**config.mk**
```make
export PLATFORM = sky130hd
export DESIGN_NAME = bus_source_arbiter
export DESIGN_NICKNAME = d
export VERILOG_FILES = /design/src/rtl/bus_pkg.sv /design/src/rtl/rr_priority_pick.sv /design/src/rtl/bus_source_arbiter.sv
export SDC_FILE = /design/constraint.sdc
export NUM_CORES = 1
export LEC_CHECK = 0
export CELL_PAD_IN_SITES_DETAIL_PLACEMENT = 1
export CELL_PAD_IN_SITES_GLOBAL_PLACEMENT = 2
export CORE_ASPECT_RATIO = 1.4
export CORE_UTILIZATION = 29
export CTS_BUF_LIST = sky130_fd_sc_hd__clkbuf_2
export DETAILED_ROUTE_END_ITERATION = 8
export PLACE_DENSITY_LB_ADDON = 0.25
export SLEW_MARGIN = 20
export SYNTH_ARGS = -nofsm -noshare
export SYNTH_HDL_FRONTEND = slang
export SYNTH_SLANG_ARGS = --single-unit
```
**constraint.sdc**
```tcl
create_clock -name clk -period 9.4 [get_ports clk]
set_clock_uncertainty 0.2 [all_clocks]
set_input_delay 2.82 -clock clk [delete_from_list [all_inputs] [get_ports clk]]
set_output_delay 2.82 -clock clk [all_outputs]
set_load 0.02 [all_outputs]
```
**src/rtl/bus_pkg.sv**
```systemverilog
// rtl/bus_pkg.sv - shared bus source indices and arbitration mode constants
package bus_pkg;

    localparam int SRC_R0     = 0;
    localparam int SRC_R1     = 1;
    localparam int SRC_R2     = 2;
    localparam int SRC_R3     = 3;
    localparam int SRC_R4     = 4;
    localparam int SRC_R5     = 5;
    localparam int SRC_R6     = 6;
    localparam int SRC_R7     = 7;
    localparam int SRC_R8     = 8;
    localparam int SRC_R9     = 9;
    localparam int SRC_R10    = 10;
    localparam int SRC_R11    = 11;
    localparam int SRC_R12    = 12;
    localparam int SRC_R13    = 13;
    localparam int SRC_R14    = 14;
    localparam int SRC_R15    = 15;
    localparam int SRC_HI     = 16;
    localparam int SRC_LO     = 17;
    localparam int SRC_ZHI    = 18;
    localparam int SRC_ZLO    = 19;
    localparam int SRC_PC     = 20;
    localparam int SRC_MDR    = 21;
    localparam int SRC_INPORT = 22;
    localparam int SRC_C      = 23;

    localparam int BUS_N_SRC  = 24;

    localparam int ARB_FIXED  = 0;
    localparam int ARB_RR     = 1;

    typedef logic [$clog2(BUS_N_SRC)-1:0] bus_src_t;

endpackage

```
**src/rtl/rr_priority_pick.sv**
```systemverilog
// rtl/rr_priority_pick.sv - combinational first-set search starting at a pointer, wrapping
module rr_priority_pick #(
    parameter int N_SRC = 24,
    parameter int SEL_W = $clog2(N_SRC)
) (
    input  logic [N_SRC-1:0] req,
    input  logic [SEL_W-1:0] start,
    output logic [SEL_W-1:0] winner,
    output logic             found
);

    logic [N_SRC-1:0]   hi_mask;
    logic [2*N_SRC-1:0] dbl;
    logic [SEL_W:0]     idx;

    // Low half holds requests at/above start, high half the full vector, so the
    // lowest set bit of the concatenation is the wrapped winner.
    always_comb begin
        hi_mask = '0;
        for (int j = 0; j < N_SRC; j++) begin
            hi_mask[j] = (j >= int'(start));
        end
        dbl = {req, req & hi_mask};
        idx = '0;
        for (int i = 2*N_SRC-1; i >= 0; i--) begin
            if (dbl[i]) begin
                idx = (SEL_W+1)'(i);
            end
        end
        found = |req;
        if (idx >= (SEL_W+1)'(N_SRC)) begin
            winner = SEL_W'(idx - (SEL_W+1)'(N_SRC));
        end else begin
            winner = idx[SEL_W-1:0];
        end
    end

endmodule

```
**src/rtl/bus_source_arbiter.sv**
```systemverilog
// rtl/bus_source_arbiter.sv - registered bus source select with lock and multi-drive error tracking
module bus_source_arbiter
    import bus_pkg::*;
#(
    parameter int N_SRC   = BUS_N_SRC,
    parameter int SEL_W   = $clog2(N_SRC),
    parameter int RR_MODE = ARB_FIXED,
    parameter int CNT_W   = 8
) (
    input  logic             clk,
    input  logic             clr,
    input  logic [N_SRC-1:0] req,
    input  logic             lock,
    input  logic             err_clr,
    output logic [SEL_W-1:0] sel,
    output logic             sel_valid,
    output logic             multi_err,
    output logic [CNT_W-1:0] err_cnt
);

    localparam logic [N_SRC-1:0] REQ_ONE = {{(N_SRC-1){1'b0}}, 1'b1};

    logic [SEL_W-1:0] sel_q, sel_d;
    logic             sel_valid_q, sel_valid_d;
    logic [SEL_W-1:0] ptr_q, ptr_d;
    logic             multi_err_q, multi_err_d;
    logic [CNT_W-1:0] err_cnt_q, err_cnt_d;

    logic [SEL_W-1:0] start;
    logic [SEL_W-1:0] winner;
    logic             found;
    logic             hold;
    logic             multi;

    assign start = (RR_MODE == ARB_RR) ? ptr_q : '0;

    rr_priority_pick #(
        .N_SRC (N_SRC),
        .SEL_W (SEL_W)
    ) u_pick (
        .req    (req),
        .start  (start),
        .winner (winner),
        .found  (found)
    );

    always_comb begin
        hold        = lock && sel_valid_q && req[sel_q];
        multi       = |(req & (req - REQ_ONE));
        sel_d       = sel_q;
        sel_valid_d = 1'b0;
        ptr_d       = ptr_q;
        if (hold) begin
            sel_valid_d = 1'b1;
        end else if (found) begin
            sel_d       = winner;
            sel_valid_d = 1'b1;
            if (RR_MODE == ARB_RR) begin
                ptr_d = (winner == SEL_W'(N_SRC-1)) ? '0 : winner + SEL_W'(1);
            end
        end

        // A new multi-drive event outranks err_clr in the same cycle.
        multi_err_d = multi_err_q;
        if (multi) begin
            multi_err_d = 1'b1;
        end else if (err_clr) begin
            multi_err_d = 1'b0;
        end

        err_cnt_d = err_cnt_q;
        if (multi && (err_cnt_q != {CNT_W{1'b1}})) begin
            err_cnt_d = err_cnt_q + CNT_W'(1);
        end
    end

    always_ff @(posedge clk) begin
        if (clr) begin
            sel_q       <= '0;
            sel_valid_q <= 1'b0;
            ptr_q       <= '0;
            multi_err_q <= 1'b0;
            err_cnt_q   <= '0;
        end else begin
            sel_q       <= sel_d;
            sel_valid_q <= sel_valid_d;
            ptr_q       <= ptr_d;
            multi_err_q <= multi_err_d;
            err_cnt_q   <= err_cnt_d;
        end
    end

    assign sel       = sel_q;
    assign sel_valid = sel_valid_q;
    assign multi_err = multi_err_q;
    assign err_cnt   = err_cnt_q;

endmodule

```
== Word-level counts from Yosys, hierarchy flattened ==
Index checks and enable logic that the tools add are counted.

* Equality and inequality tests: 1
* Bitwise gates (word level): 2
* Reductions and logical operators: 7
* Mux-type cells: 31
* Magnitude comparators: 2
* Add/sub/neg operators: 3

{| class="wikitable"
|+ Operator list
! kind !! number
|-
| two-way mux 5 bit || 25
|-
| OR reduction 24 bit || 2
|-
| AND 24 bit || 1
|-
| subtractor 24 x 1 -> 24 bit, second input constant || 1
|-
| adder 8 x 1 -> 8 bit, second input constant || 1
|-
| inequality test 8 bit, second input constant || 1
|-
| less-than comparator 5 x 6 -> 1 bit, second input constant || 1
|-
| binary-select mux 1 bit (select 5 bit) || 1
|-
| >= comparator 5 bit, second input constant || 1
|-
| two-way mux 1 bit || 5
|-
| subtractor 5 bit, second input constant || 1
|-
| logical AND 1 bit || 3
|-
| AND reduction 2 bit || 1
|-
| nonzero test 2 bit || 1
|-
| inverter 1 bit || 1
|}

* Input port bits: 28
* Logic and storage cells: 50
* Flip-flop bits (word level): 15
* Output and inout port bits: 15

== Longest topological paths before layout ==
Gate-level depths: netlist of the first run.

* Depth after elaboration: 26
* Gate-level depth with buffers: 9
* Mapped depth without buffers: 7

== Hierarchy ==
From an unflattened synthesis of the first run, not the netlist that was laid out.

* Cells, all modules: 301
* Area total of the unflattened synthesis: 2,160.8 µm²

{| class="wikitable"
|+ Modules (own cells, without submodules)
! module !! cells each !! times used !! seq. area each (µm²) !! area each (µm²)
|-
| bus_source_arbiter || 132 || 1 || 300.3 || 1,193.6
|-
| rr_priority_pick || 169 || 1 || 0.0 || 967.2
|}

== Least setup slack after synthesis of the first run ==
Ideal clock, no wire load.

* Path type: input to register
* Start point: input port req[8]
* End point: register err_cnt_q[7], in the netlist err_cnt[7]
* Stages on the path: 9
* Arrival: 4.704 ns
* Path slack: 4.372 ns
* Setup time: 0.123 ns
* Path buffers: 2
* Required time: 9.077 ns
* Path through: clkbuf_1 -> nor4_2 -> nand4_2 -> o31ai_1 -> o2111ai_1 -> nor4b_2 -> buf_4 -> nor4b_1 -> mux2_1

* Cells in the longest elaborated chain, start to end: 4

{| class="wikitable"
|+ Ends and longest elaborated chain
! element !! RTL line !! RTL
|-
| start: declaration || bus_source_arbiter.sv:12 || <nowiki>input logic [N_SRC-1:0] req,</nowiki>
|-
| subtractor 24 x 1 -> 24 bit || bus_source_arbiter.sv:49 || <nowiki>multi = |(req & (req - REQ_ONE));</nowiki>
|-
| AND 24 bit (*) || bus_source_arbiter.sv:49 ||
|-
| OR reduction 24 bit (*) || bus_source_arbiter.sv:49 ||
|-
| logical AND 1 bit (*) || bus_source_arbiter.sv:72 || <nowiki>if (multi && (err_cnt_q != {CNT_W{1'b1}})) begin</nowiki>
|-
| end signal: assignment || bus_source_arbiter.sv:89 || <nowiki>err_cnt_q <= err_cnt_d;</nowiki>
|-
| end: declaration || bus_source_arbiter.sv:27 || <nowiki>logic [CNT_W-1:0] err_cnt_q, err_cnt_d;</nowiki>
|}

Mark *: on every way between the ends. The rest lies on a longest branch, timed or not.
A chain may end at the register's enable or synchronous reset.

== Worst setup path in the final report of the first run ==
* Start point: input port req[3]
* End point: register err_cnt_q[0], in the netlist err_cnt[0]

Same word-level chain as after synthesis.

==> out/summary.txt, run 1 <==
Post-route DRC = 0
Critical Path RT = 9400 ps
Reg-to-reg startpoint = sel[0]
Worst skew pair latency = 280 ps
Final hold violations = 0
Clock Tree Root = clkbuf_2
Die height = 84.51 µm
Worst path arrival time = 5990 ps
Synth Area in Compound Gates = 23.96%
Max-slew headroom at the worst pin = 37.41%
Seq/Total Area, Yosys = 21.30%
Sequential Power Share = 45.1%
I/O pins = 43
Post-synthesis mux area share = 15.79%
Max-slew violations = 0
Synth top area share = 21.30%
CP Launch Type = input pin
Maximum VDD drop = 0.02894 mV
Row count = 29
Total wire length = 4.482 mm
Int Power = 0.0001039 W
IO Port Bufs = 42
Number of synthesized register bits = 15
Syn. warnings = 0
CTS tree = done
Layout cells sized above 1 = 10.80%
Htree depth = 1
Post-route insts no fill = 275
Post-DR wirelength/cell = 16.30 µm
Worst slew pin tran = 936.4 ps
Critical path origin = req[3]
Worst-path fanout max = 11
Initial drt markers = 39
Antenna Violating Nets Remaining = 0
Starting Density = 30.60%
DR pass1 iterations = 4
TritonCTS buffer count = 3
Vias = 1,529
Filler cells = 572
Pleak = 0.6025 nW
Setup violators final = 0
DP Worst Slack = 3050 ps
Clk pwr share = 21.0%
Xor and xnor area share after synthesis = 0%
Switching share of power = 32.82%
Total Power = 0.0001547 W
Max_cap viols = 0
Crit path kind = input pin to flop
Synth area leader = dfxtp_1
Tmin final = 5989 ps
GR Util All Layers = 19.31%
Setup TNS Final = 0 ps
Die ar. = 5149 µm²
Clock transition at path regs = 160 ps
Net Sw Power = 0.00005078 W
Post-synth EDFFs = 0
Outcome = finished, final reports clean
Hold_sp = multi_err
Post-CTS Setup Inserts = 0
Inst Count DP = 271
Largest net degree at the start of global routing = 23
Syn_area_per_cell = 8.151 µm²
Post-Syn Area = 1410 µm²
Core area = 4608 µm²
Grt total ovfl = 0
Gate Count Post-Synth = 173
Hold_buf cts = 0
Adder-cell share of the synthesized area = 1.686%
Post-route worst setup slack = 3411 ps
Number of global-route vias before repair = 1,571
Initial antenna violation count = 0
Area grow syn2layout = 34.78%
Async SR Flop Fraction = 0%
Pwr Density = 81.41 nW/µm²
Critical Path Sink Type = flop
Post-DP HPWL = 3.649 mm
Die X = 60.94 µm
Syn_nets = 202
Largest family of logic cells by synthesized area = simple AND/OR/NAND/NOR gates
First-pass GRT wire length = 7.596 mm
Main area contributors after synthesis = dfxtp_1 21%, mux4_2 11%, a21oi_1 4.3%
Ys flop type = dfxtp_1
Antenna fix cells = 0
Max Freq = 0.1670 GHz
Combinational share of power = 33.9%
RSZ-0062 raised after global routing = false
RePlAce Congestion = 0.7637
Synth cell types = 46
Hold Path Class = flop to flop
Clock tree buffer depth = 2
Post-CTS resize count = 0
Nets = 243
Area share of and/or/nand/nor cells after synthesis = 32.92%
Final Cycle Share = 63.71%
DR vias/cell = 5.560
Clock sinks = 15
## sequential cells by signal (all words and copies together), names as in the netlist
name and flops:
err_cnt 8, sel 5, multi_err 1, sel_valid 1
## cell usage after synthesis, drive strengths merged (3+ instances only)
cell and count:
mux2 4, nor2 16, mux4 7, or3 5, nor4b 4, dfxtp 15
o31ai 6, nand2b 5, nor3 9, clkbuf 4, nand3 5, a211oi 7
a21oi 13, inv 9, o21bai 3, or4 3, nand4 3, nor2b 5
nand2 9, o21ai 13, nor4 6
## logic make-up (layout without fill, tap and decap cells)
family          Yosys count  after routing
mux                      13             13
simple gates             76             76
buf+inv                  15             55
fa+ha+maj                 2              2
flops                    15             15
compound gates           52             52
## cells in the final DEF (no fill, tap or decap), types with 6 or more instances in the layout
master            n
a211oi_1          7
a21oi_1          12
clkdlybuf4s50_1  42
dfxtp_1          15
inv_1             9
mux4_2            7
nand2_1           9
nor2_1           16
nor3_1            9
o21ai_0           8
o31ai_1           6
## area by class of cell
type	instances	area [µm²]	share of cell area (%)
Multi-Input combinational cell	143	1049	55.17
Timing Repair Buffer	42	420.4	22.12
Sequential cell	15	300.3	15.80
Inverter	9	33.78	1.777
Tap cell	62	77.57	4.082
Clock buffer	4	20.02	1.053
## critical path, stage by stage
cell and delay [ps]:
clkdlybuf4s50_1 550, or4_4 630, o31ai_1 280, a22o_1 230
o2111ai_1 140, nor4b_2 810, nor2b_1 180, mux2_1 350
## power groups by stage
| stage | Clock (W) | Sequential (W) | Combinational, W |
|---|---|---|---|
| floorplan | 0 | 0.0000718 | 0.0000225 |
| global placement | 0 | 0.0000711 | 0.0000516 |
| detailed placement | 0 | 0.0000713 | 0.0000528 |
| CTS | 0.0000343 | 0.0000699 | 0.0000530 |
| global route | 0.0000373 | 0.0000705 | 0.0000573 |
| finish | 0.0000325 | 0.0000697 | 0.0000525 |
## final timing paths
check,endpoint,slack [ps],cells after the start
worst min register to register,multi_err,290,2
worst max register to register,sel[2],6440,7
worst min-delay path,multi_err,290,2
worst max-delay path,err_cnt[0],3410,8
## stage by stage
stage	utilization [%]	area, µm²	hold WS, ps
floorplan	-	1410	346.9
global placement	40.81	1881	286.2
global route	41.24	1901	319.7
CTS	41.24	1901	290.8
finish	41.24	1901	288.0
detailed placement	40.81	1881	269.6
## routing by layer
layer  share of wire (%)  routed length (µm)  GRT usage (%)
met1                  40                1780          21.83
met2                  57                2545          36.26
met3                 2.0                  91         0.7704
met4                 1.4                  64          7.231
met5                   0                   0              0
Power figures use the tool's default switching activity.
==> run 2: changes to the inputs <==
--- a/config.mk
+++ b/config.mk
@@ -8,7 +8,7 @@
 export CELL_PAD_IN_SITES_DETAIL_PLACEMENT = 1
 export CELL_PAD_IN_SITES_GLOBAL_PLACEMENT = 2
 export CORE_ASPECT_RATIO = 1.4
-export CORE_UTILIZATION = 29
+export CORE_UTILIZATION = 25
 export CTS_BUF_LIST = sky130_fd_sc_hd__clkbuf_2
 export DETAILED_ROUTE_END_ITERATION = 8
 export PLACE_DENSITY_LB_ADDON = 0.25
==> constraint.sdc (replaced) <==
create_clock -name clk -period 5.01 [get_ports clk]
set_clock_uncertainty 0.2 [all_clocks]
set_input_delay 1.503 -clock clk [delete_from_list [all_inputs] [get_ports clk]]
set_output_delay 1.503 -clock clk [all_outputs]
set_load 0.02 [all_outputs]
==> run 2 against run 1 <==
  * Global-route usage is 3.3 points lower
  * Utilization is 6.2 points lower
  * Worst hold slack improved by 7.0 ps
  * Clock power rose by 92%
  * Power is 89% higher
  * Via count increased by 2.6%
  * Sequential share of layout area shrank 0.19 points
  * First-iteration DRC count rose by 23%
  * Cell count grew 2.9%
  * Critical path type unchanged
  * Final area increased by 1.2%
  * Critical endpoint unchanged
==> out/summary.txt, run 2 (synthesized netlist as in run 1, its figures left out) <==
First-pass GRT wire length = 7.534 mm (-0.82%)
Nets = 245 (+0.82%)
Die ar. = 5949 µm² (+16%)
TritonCTS buffer count = 3 (unchanged)
Vias = 1,569 (+2.6%)
Commonest non-fill, non-tap cells in the layout = 42 x clkdlybuf4s50_1, 16 x nor2_1, 15 x dfxtp_1, 12 x a21oi_1
I/O pins = 43 (unchanged)
Pleak = 0.6134 nW (+1.8%)
Setup TNS Final = 0 ps (unchanged)
Total wire length = 4.559 mm (+1.7%)
Core area = 5485 µm² (+19%)
Maximum VDD drop = 0.04080 mV (+41%)
Clock tree buffer depth = 2 (unchanged)
Number of global-route vias before repair = 1,582 (+0.70%)
Starting Density = 25.71% (-4.9 points)
Max_cap viols = 0 (unchanged)
Clock transition at path regs = 150 ps (about the same)
GR Util All Layers = 16.00% (-3.3 points)
Htree depth = 1 (unchanged)
Largest register FFs = 8 (unchanged)
Final hold violations = 0 (unchanged)
Commonest non-fill, non-tap cell in the layout = clkdlybuf4s50_1
Post-DR wirelength/cell = 16.11 µm (-1.2%)
DR pass1 iterations = 4 (unchanged)
Total Power = 0.0002926 W (+89%)
Post-CTS resize count = 0 (unchanged)
Critical Path Sink Type = flop
Hold_buf cts = 0 (unchanged)
Area grow syn2layout = 36.38%
Row count = 32 (+10%)
Initial antenna violation count = 0 (unchanged)
Critical Path RT = 5010 ps (-4390 ps)
Pwr Density = 152.1 nW/µm² (+87%)
Outcome = finished, final reports clean
DR vias/cell = 5.544 (-0.28%)
Layout cells sized above 1 = 11.63% (+0.83 points)
RePlAce Congestion = 0.7584 (-0.69%)
Worst-path fanout max = 11 (unchanged)
Max-slew violations = 0 (unchanged)
Max Freq = 0.2377 GHz
Die height = 90.86 µm (+7.5%)
Crit path kind = input pin to flop
Antenna fix cells = 0 (unchanged)
Die X = 65.48 µm (+7.5%)
Grt total ovfl = 0 (unchanged)
Worst skew pair latency = 300 ps (+20 ps)
Post-CTS Setup Inserts = 0 (unchanged)
CP Launch Type = input pin
RSZ-0062 raised after global routing = false
Setup violators final = 0 (unchanged)
Post-route DRC = 0 (unchanged)
Max-slew headroom at the worst pin = 51.30% (+14 points)
Worst path arrival time = 4210 ps (-1780 ps)
Hold Path Class = flop to flop
Clock Tree Root = clkbuf_2
Final Cycle Share = 83.98%
Clock sinks = 15 (unchanged)
IO Port Bufs = 42 (unchanged)
Initial drt markers = 48 (+23%)
Tmin final = 4208 ps
Largest net degree at the start of global routing = 23 (unchanged)
CTS tree = done
Post-DP HPWL = 3.778 mm (+3.5%)
Antenna Violating Nets Remaining = 0 (unchanged)
Worst slew pin tran = 728.2 ps (-208.1 ps)
[run 2: cell type report]
| class | instances | area [µm²] |
|---|---|---|
| flip-flops and latches | 15 | 300.3 |
| inverters | 9 | 33.78 |
| fillers | 654 | 3562 |
| well taps | 68 | 85.08 |
| clock buffers | 4 | 20.02 |
| multi-input cells | 143 | 1049 |
| repair buffers | 44 | 435.4 |
[run 2: power breakdown]
part | internal, W | switching (W)
Combinational | 0.0000504 | 0.0000484
Clock | 0.0000212 | 0.0000414
Sequential | 0.000124 | 0.00000757
[run 2: path summary, 6_finish.rpt]
path	startpoint	to	slack (ps)	depth (start not counted)
worst min-delay path	multi_err	multi_err	300	2
worst min register to register	multi_err	multi_err	300	2
worst max register to register	sel[0]	sel[2]	2050	7
worst max-delay path	req[3]	err_cnt[0]	800	9
[run 2: through the flow]
stage               setup WS, ps  hold slack [ps]  cells  area, µm²  utilization [%]
finish                     802.5            295.0    283       1923            35.06
floorplan                   1299            346.9    173       1410                -
detailed placement         471.8            283.8    279       1903            34.69
CTS                        813.5            303.9    283       1923            35.06
global placement           607.0            293.1    279       1903            34.69
global route               612.4            321.6    283       1923            35.06
[run 2: metal layers]
layer | wire length (µm) | global-route usage (%)
met4 | 44 | 4.348
met5 | 0 | 0
met3 | 146 | 1.010
met2 | 2551 | 31.53
met1 | 1817 | 17.46
[run 2: critical path: stages]
cell and delay, ps:
clkdlybuf4s50_1 550, nor4_2 470, nand4_2 310, o31ai_1 350
o2111ai_1 190, nor4b_2 230, buf_4 200, nor2b_1 80
mux2_1 310
==> run 3: changes to the inputs <==
--- a/config.mk
+++ b/config.mk
@@ -8,7 +8,7 @@
 export CELL_PAD_IN_SITES_DETAIL_PLACEMENT = 1
 export CELL_PAD_IN_SITES_GLOBAL_PLACEMENT = 2
 export CORE_ASPECT_RATIO = 1.4
-export CORE_UTILIZATION = 25
+export CORE_UTILIZATION = 27
 export CTS_BUF_LIST = sky130_fd_sc_hd__clkbuf_2
 export DETAILED_ROUTE_END_ITERATION = 8
 export PLACE_DENSITY_LB_ADDON = 0.25
==> constraint.sdc (replaced) <==
create_clock -name clk -period 4 [get_ports clk]
set_clock_uncertainty 0.2 [all_clocks]
set_input_delay 1.2 -clock clk [delete_from_list [all_inputs] [get_ports clk]]
set_output_delay 1.2 -clock clk [all_outputs]
set_load 0.02 [all_outputs]
==> run 3 against run 2 <==
  * Via count grew 9.4%
  * Final area rose by 14%
  * Critical path type unchanged
  * Highest routed layer unchanged
  * Largest cell class unchanged
  * Register-to-register slack got worse by 1100 ps
==> out/summary.txt, run 3 (synthesized netlist as in run 1, its figures left out) <==
Largest register FFs = 8 (unchanged)
RePlAce Congestion = 0.8187 (+8.0%)
Initial antenna violation count = 0 (unchanged)
Worst path slowest cell = o41ai_1
Die ar. = 5520 µm² (-7.2%)
Tmin final = 3828 ps
Cell Chain, Critical Path = clkdlybuf4s50_1, buf_4, mux4_2, mux4_2, nor3b_1, a21oi_2, o21ai_2, o41ai_1
Total wire length = 5.198 mm (+14%)
Clock sinks = 15 (unchanged)
Number of global-route vias before repair = 1,798 (+14%)
First-pass GRT wire length = 8.659 mm (+15%)
Layout cells sized above 1 = 24.30% (+13 points)
Most used cell, CP = mux4_2
Nets = 281 (+15%)
Pleak = 0.7886 nW (+29%)
Antenna Violating Nets Remaining = 0 (unchanged)
IO Port Bufs = 42 (unchanged)
Setup violators final = 0 (unchanged)
Hold_sp = multi_err
CP Launch Type = input pin
RSZ-0062 raised after global routing = false
Bufs and invs on worst path = 2 (unchanged)
Max_cap viols = 0 (unchanged)
Final Cycle Share = 95.69%
Hold Path Depth = 2 (unchanged)
TritonCTS buffer count = 3 (unchanged)
Maximum VDD drop = 0.07834 mV (+92%)
Area grow syn2layout = 55.19%
Worst slew pin tran = 746.9 ps (+18.64 ps)
Post-DR wirelength/cell = 16.50 µm (+2.4%)
Antenna fix cells = 0 (unchanged)
Commonest non-fill, non-tap cells in the layout = 42 x clkdlybuf4s50_1, 38 x buf_4, 16 x nor2_1, 15 x dfxtp_1, 12 x a21oi_1
Post-CTS resize count = 0 (unchanged)
Max Freq = 0.2613 GHz
Die X = 63.08 µm (-3.7%)
Final hold violations = 0 (unchanged)
Total Power = 0.0003891 W (+33%)
Clock tree buffer depth = 2 (unchanged)
Grt total ovfl = 0 (unchanged)
Hold Path Class = flop to flop
Largest net degree at the start of global routing = 23 (unchanged)
Vias = 1,716 (+9.4%)
Critical path's top delay family = multiplexers
I/O pins = 43 (unchanged)
Post-DP HPWL = 4.368 mm (+16%)
Multi-input gate area = 1049 µm² (unchanged)
CTS tree = done
Clock Tree Root = clkbuf_2
Max-slew headroom at the worst pin = 50.05% (-1.2 points)
Worst-path fanout max = 4 (-7)
Outcome = finished, final reports clean
Critical Path RT = 3940 ps (-1070 ps)
Register area = 300.3 µm² (unchanged)
Hold_buf cts = 0 (unchanged)
Starting Density = 28.68% (+3.0 points)
WP depth = 8 (-1)
Reg-to-reg startpoint = sel[0]
CP max stage delay = 520 ps (-30 ps)
Filler cells = 606 (-7.3%)
GR Util All Layers = 20.08% (+4.1 points)
Post-CTS Setup Inserts = 0 (unchanged)
Clock transition at path regs = 130 ps (-20 ps)
Row count = 30 (-6.3%)
Initial drt markers = 45 (-6.3%)
R2R Path End = sel[0]
Commonest non-fill, non-tap cell in the layout = clkdlybuf4s50_1
Crit path kind = input pin to flop
Htree depth = 1 (unchanged)
Core area = 4917 µm² (-10%)
Worst path arrival time = 3770 ps (-440 ps)
Post-route DRC = 0 (unchanged)
FF-to-FF setup slack = 940 ps (-1110 ps)
Critical Path Sink Type = flop
Die height = 87.51 µm (-3.7%)
Max-slew violations = 0 (unchanged)
End of the worst hold path = multi_err
R2R cell count = 6 (-1)
DR vias/cell = 5.448 (-1.7%)
DR pass1 iterations = 4 (unchanged)
Layout Utilization = 44.50% (+9.4 points)
Worst skew pair latency = 290 ps (about the same)
Pwr Density = 177.8 nW/µm² (+17%)
## run 3: stage by stage
stage | TNS, ps | cells | cell area (µm²) | hold slack (ps) | worst slack (ps)
finish | 0 | 315 | 2188 | 310.3 | 172.5
global route | 0 | 315 | 2188 | 322.0 | 184.2
CTS | 0 | 315 | 2188 | 310.3 | 209.8
detailed placement | -108.5 | 311 | 2168 | 291.4 | -95.35
global placement | 0 | 311 | 2168 | 261.4 | 10.28
floorplan | 0 | 173 | 1410 | 346.9 | 592.2
## run 3: how the worst max path moves through the flow
| stage | startpoint | to | slack, ps |
|---|---|---|---|
| finish | req[3] | sel[0] | 170 |
| global route | req[3] | sel[0] | 180 |
| CTS | req[3] | sel[0] | 210 |
| detailed placement | req[3] | sel[0] | -100 |
| global placement | req[3] | err_cnt[7] | 10 |
| floorplan | req[8] | err_cnt[7] | 590 |
## run 3: worst reg2reg max path, delay by kind of cell (launching register included)
family	cells	cell delay, ps
AO/OA/AOI/OAI	3	790
flip-flops	1	680
multiplexers	2	1080
AND/OR/NAND/NOR	1	170
## run 3: cell type report
cell class	count	area share, %
Inverter	9	1.544
Multi-Input combinational cell	143	47.91
Timing Repair Buffer	80	32.25
Sequential cell	15	13.72
Tap cell	64	3.659
Clock buffer	4	0.9148
## run 3: layer usage
layer / GRT usage [%] / up-vias / routed length, µm
li1: - / 833 / -
met1: 19.56 / 835 / 1940
met2: 42.72 / 41 / 3025
met3: 1.832 / 7 / 147
met4: 6.765 / 0 / 85
met5: 0 / - / 0
## run 3: power by group
| part | internal [W] | switching [W] |
|---|---|---|
| clock network | 0.0000265 | 0.0000495 |
| logic | 0.0000821 | 0.0000668 |
| registers | 0.000155 | 0.00000952 |
| total | 0.000263 | 0.000126 |
